<file path="config.mk">
export PLATFORM = sky130hd
export DESIGN_NAME = stg0ia
export DESIGN_NICKNAME = d
export VERILOG_FILES = /design/src/rtl/stg0ia.sv
export SDC_FILE = /design/constraint.sdc
export NUM_CORES = 1
export LEC_CHECK = 0
export CAP_MARGIN = 0
export CORE_MARGIN = 2
export CORE_UTILIZATION = 45
export CTS_CLUSTER_SIZE = 28
export DETAILED_ROUTE_END_ITERATION = 6
export PLACE_DENSITY = 0.87
export SKIP_LAST_GASP = 1
export SYNTH_ARGS = -nofsm -noshare
export SYNTH_HDL_FRONTEND = slang
export SYNTH_SLANG_ARGS = --single-unit
</file>
<file path="constraint.sdc">
create_clock -name iw_clk -period 3.2 [get_ports iw_clk]
set_input_delay 0.64 -clock iw_clk [delete_from_list [all_inputs] [get_ports iw_clk]]
set_output_delay 0.64 -clock iw_clk [all_outputs]
set_load 0.02 [all_outputs]
</file>
<file path="src/rtl/stg0ia.sv">
// stg0ia: instruction-address (fetch PC) stage feeding stg1if.
// Latency: branch target on iw_branch_pc in cycle N appears on ow_pc in cycle N+1; PC advances one per accepted fetch.
// Backpressure: iw_stall / iw_mem_ready=0 / iw_flush hold the PC and suppress ow_ia_valid; requests keep flowing.
//
// Ports:
//   iw_clk, iw_rst        clock, asynchronous active-high reset
//   iw_stall, iw_flush    downstream hold / squash of the current fetch
//   iw_branch_valid/_pc   redirect from a later stage (highest priority)
//   iw_mem_ready          instruction memory has data for ow_mem_addr this cycle
//   iw_halt               halt request, honoured only when STG0IA_HALT_EN is defined
//   ow_mem_addr, ow_mem_req  fetch address / request qualifier to instruction memory
//   ow_pc, ow_ia_valid    fetch PC and accept strobe towards stg1if
//
// Address width comes from `SIZE_ADDR / `HBIT_ADDR (defaults below if not set by the build).
// Optional feature macro: STG0IA_HALT_EN (enables the HALT state).

`ifndef SIZE_ADDR
`define SIZE_ADDR 32
`endif
`ifndef HBIT_ADDR
`define HBIT_ADDR (`SIZE_ADDR-1)
`endif

`default_nettype none

module stg0ia (
    input  logic                iw_clk,
    input  logic                iw_rst,
    input  logic                iw_stall,
    input  logic                iw_flush,
    input  logic                iw_branch_valid,
    input  logic [`HBIT_ADDR:0] iw_branch_pc,
    input  logic                iw_mem_ready,
    input  logic                iw_halt,
    output logic [`HBIT_ADDR:0] ow_mem_addr,
    output logic                ow_mem_req,
    output logic [`HBIT_ADDR:0] ow_pc,
    output logic                ow_ia_valid
);

    typedef enum logic [1:0] {
        S_BOOT = 2'd0,
        S_RUN  = 2'd1,
        S_HALT = 2'd2
    } state_t;

    state_t              r_state;
    state_t              w_state_nxt;
    logic [`HBIT_ADDR:0] r_pc;
    logic [`HBIT_ADDR:0] w_pc_nxt;
    logic                w_halt_req;
    logic                w_accept;

`ifdef STG0IA_HALT_EN
    assign w_halt_req = iw_halt;
`else
    // Port kept for a stable interface; the request is deliberately dropped.
    logic unused_halt;
    assign unused_halt = iw_halt;
    assign w_halt_req  = 1'b0;
`endif

    // State and PC register.
    always_ff @(posedge iw_clk or posedge iw_rst) begin
        if (iw_rst) begin
            r_state <= S_BOOT;
            r_pc    <= '0;
        end else begin
            r_state <= w_state_nxt;
            r_pc    <= w_pc_nxt;
        end
    end

    // Next-state / next-PC. A redirect beats everything, in every state.
    always_comb begin
        w_state_nxt = r_state;
        w_pc_nxt    = r_pc;
        if (iw_branch_valid) begin
            w_state_nxt = S_RUN;
            w_pc_nxt    = iw_branch_pc;
        end else begin
            case (r_state)
                S_BOOT: w_state_nxt = S_RUN;
                S_RUN: begin
                    if (w_halt_req) begin
                        // Halt takes effect at this edge; the current fetch is not taken.
                        w_state_nxt = S_HALT;
                    end else if (w_accept) begin
                        // Natural wrap from all-ones back to zero.
                        w_pc_nxt = r_pc + {{(`SIZE_ADDR-1){1'b0}}, 1'b1};
                    end
                end
`ifdef STG0IA_HALT_EN
                S_HALT: w_state_nxt = S_HALT;
`else
                // Unreachable in this build; recover to RUN if ever entered.
                S_HALT: w_state_nxt = S_RUN;
`endif
                default: w_state_nxt = S_BOOT;
            endcase
        end
    end

    // Outputs. Gating with iw_rst keeps the accept strobe low in the very
    // cycle reset lands, independent of when the register reset resolves.
    always_comb begin
        ow_mem_addr = r_pc;
        ow_pc       = r_pc;
        ow_mem_req  = (r_state == S_RUN) && !iw_rst;
        w_accept    = (r_state == S_RUN) && !iw_rst && iw_mem_ready && !iw_stall
                      && !iw_flush && !iw_branch_valid && !w_halt_req;
        ow_ia_valid = w_accept;
    end

endmodule

`default_nettype wire

</file>
==> impl_metrics.tcl <==
set metrics [dict create \
    setup_viol 0 \
    mostFrequentLayoutCell "clkdlybuf4s50_1" \
    drv_slew 0 \
    cts_buffers 5 \
    portBuffers 103 \
    grt_pass1_vias 1720 \
    clkSlewWorstSetupHoldPaths_ps 70 \
    drt_iter0_markers 49 \
    drv_cap 0 \
    grt_first_pass_wirelength_um 7980 \
    status "completed" \
    syn_area_per_cell_sq_um 9.19 \
    dp_hpwl_um 3860 \
    antenna_found_initial 0 \
    clock_sinks 33 \
    die_height_um 74.6 \
    place_inst 372 \
    hp-class "reg2reg" \
    first_pass_iters 6 \
    use_met2_pct 33.0 \
    p_leak_nw 1.19 \
    drive_gt1_share_pct 9.58 \
    worst_setup_path_end_kind "primary output" \
    max-vdd-ir-drop_uv 315 \
    yosys.area.top_type "dfrtp_1" \
    power_density_nw_per_um2 412 \
    cts_resized 0 \
    timing.final.crit_share_pct 92.3 \
    gp_congestion 0.795 \
    worst_slack_ps 247 \
    syn2layout_area_growth_pct 42.3 \
    path_max_fanout 3 \
    postSynthCellCount 244 \
    fp-row-count 25 \
    worstPathCellList "clkdlybuf4s50_1 -> nor3b_4 -> and2_1 -> nor2b_1 -> clkdlybuf4s50_1" \
    required_ps 2560 \
    min_period_ps 2950 \
    cp_common_cell "clkdlybuf4s50_1" \
    cts_tree "yes" \
    holdWs_ps 622 \
    synth-edff-count 0 \
    avgRoutedWirePerCell_um 13.5 \
    timing.hold.worst_path_depth 2 \
    top_usage_layer "met2" \
    syn_area_sq_um 2240 \
    ys_async_sr_fraction_pct 100 \
    synth_cell_types 34 \
    grt_max_degree 65 \
    stdcell_count 380 \
    stdcell_area_sq_um 3190 \
    relSlewSlack_pct 45.8 \
    fp.dieArea_sq_um 5560 \
    path_class "in2out" \
    drcViolationCount 0 \
    rsz0062_at_grt "false" \
    finClkSkew_ps 7.87 \
    crit_path_start_kind "primary input" \
    hold_buffers 0 \
    final_nets 352 \
    tns_ps 0 \
    overflow 0 \
    die_w_um 74.6 \
    ys_ff_latch 33 \
    slowest_stage "clkdlybuf4s50_1" \
    ys_seq_area_share_pct 36.8 \
    synth_area_leaders "dfrtp_1 (37%), buf_4 (11%), xnor2_1 (9.4%)" \
    synth_ff_type "dfrtp_1" \
    synth_top_area_share_pct 36.8 \
    routed_wl_um 5120 \
    cpPeakStageDelay_ps 610 \
    synth_warnings 0 \
    use_met3_pct 3.66 \
    antenna_cells 0 \
    cts_max_path_buffers 2 \
    rr_worst_depth 5 \
    cts_root_buf "clkbuf_8" \
    synth_nets 284 \
    most-common-layout-cells "clkdlybuf4s50_1 (102), nand2_1 (36), dfrtp_1 (33)" \
    ioPinCount 105 \
    gr-usage-met1_pct 23.2 \
    place_ws_ps 242 \
    viasPerCell 4.89 \
    tightest_slew_ps 812 \
    core_area_sq_um 4750 \
    cts.htree.levels 2 \
    post_cts_buffers 0 \
    postRouteAntennaNets 0 \
    hold_viol 0 \
    placed_cell_area_sq_um 3070 \
    arrival_ps 2310 \
    clock_latency_ps 280 \
    dr_total_vias 1857 \
    grtUsageTotal_pct 18.8 \
    initial_core_util_pct 47.2 \
    clock.fmax_ghz 0.339 \
]
worst paths after layout:
check,start,end,slack [ps]
max,iw_stall,ow_ia_valid,250
max reg2reg,ow_mem_addr[12]$_DFFE_PP0P_,ow_mem_addr[29]$_DFFE_PP0P_,1170
min,ow_mem_addr[23]$_DFFE_PP0P_,ow_mem_addr[23]$_DFFE_PP0P_,620
min reg2reg,ow_mem_addr[23]$_DFFE_PP0P_,ow_mem_addr[23]$_DFFE_PP0P_,620
min in group asynchronous,iw_rst,r_state[0]$_DFFE_PP0P_,870
max in group asynchronous,iw_rst,ow_mem_addr[19]$_DFFE_PP0P_,1630
synth_stat cells (6+ instances only):
library cell,n
and2_1,6
buf_4,32
clkbuf_1,11
dfrtp_1,33
nand2_1,36
nand3_1,9
nor3_1,7
nor4_2,8
o21ai_0,9
o21ai_1,21
xnor2_1,24
xor2_1,6
worst max-delay path, delay by kind of cell:
kind | cells | cell delay, ps
AND/OR/NAND/NOR | 3 | 610
buffers and inverters | 2 | 1050
layout make-up:
cell class	count	area, sq um
Timing Repair Buffer	106	1050
Fill cell	402	1560
Multi-Input combinational cell	161	1090
Tap cell	67	83.8
Sequential cell	33	826
Clock buffer	6	82.6
Inverter	5	18.8
Clock inverter	2	37.5
metrics by stage:
stage / util [%] / total power, mW
2_1_floorplan: - / 0.747
6_report: 67.1 / 1.31
4_1_cts: 67.1 / 1.33
3_3_place_gp: 64.6 / 0.908
3_5_place_dp: 64.6 / 0.917
5_1_grt: 67.1 / 1.38
metal layers:
layer | vias to the layer above | part of all wire, %
met5 | - | 0
met2 | 51 | 53
met1 | 873 | 42
met3 | 4 | 4.3
met4 | 0 | 0.82
li1 | 929 | -
kinds of logic after synthesis:
logic type | after synthesis | share of synthesized area, %
XOR/XNOR | 30 | 11.7
adder cells (fa/ha/maj) | 1 | 0.558
other | 1 | 0.167
AO/OA/AOI/OAI | 33 | 7.48
multiplexers | 2 | 0.949
buffers and inverters | 50 | 14.4
flip-flops | 33 | 36.8
AND/OR/NAND/NOR | 94 | 27.9
report_power, final:
part / leakage (nW) / internal [mW] / total (mW) / switching (mW)
sequential: 0.400 / 0.454 / 0.512 / 0.0571
combinational: 0.735 / 0.207 / 0.396 / 0.188
clock: 0.0574 / 0.253 / 0.406 / 0.153
sequential cells by signal, summed over array words and instances (netlist names):
register     cells
r_state          1
ow_mem_addr     32
(Power assumes the default switching activity.)
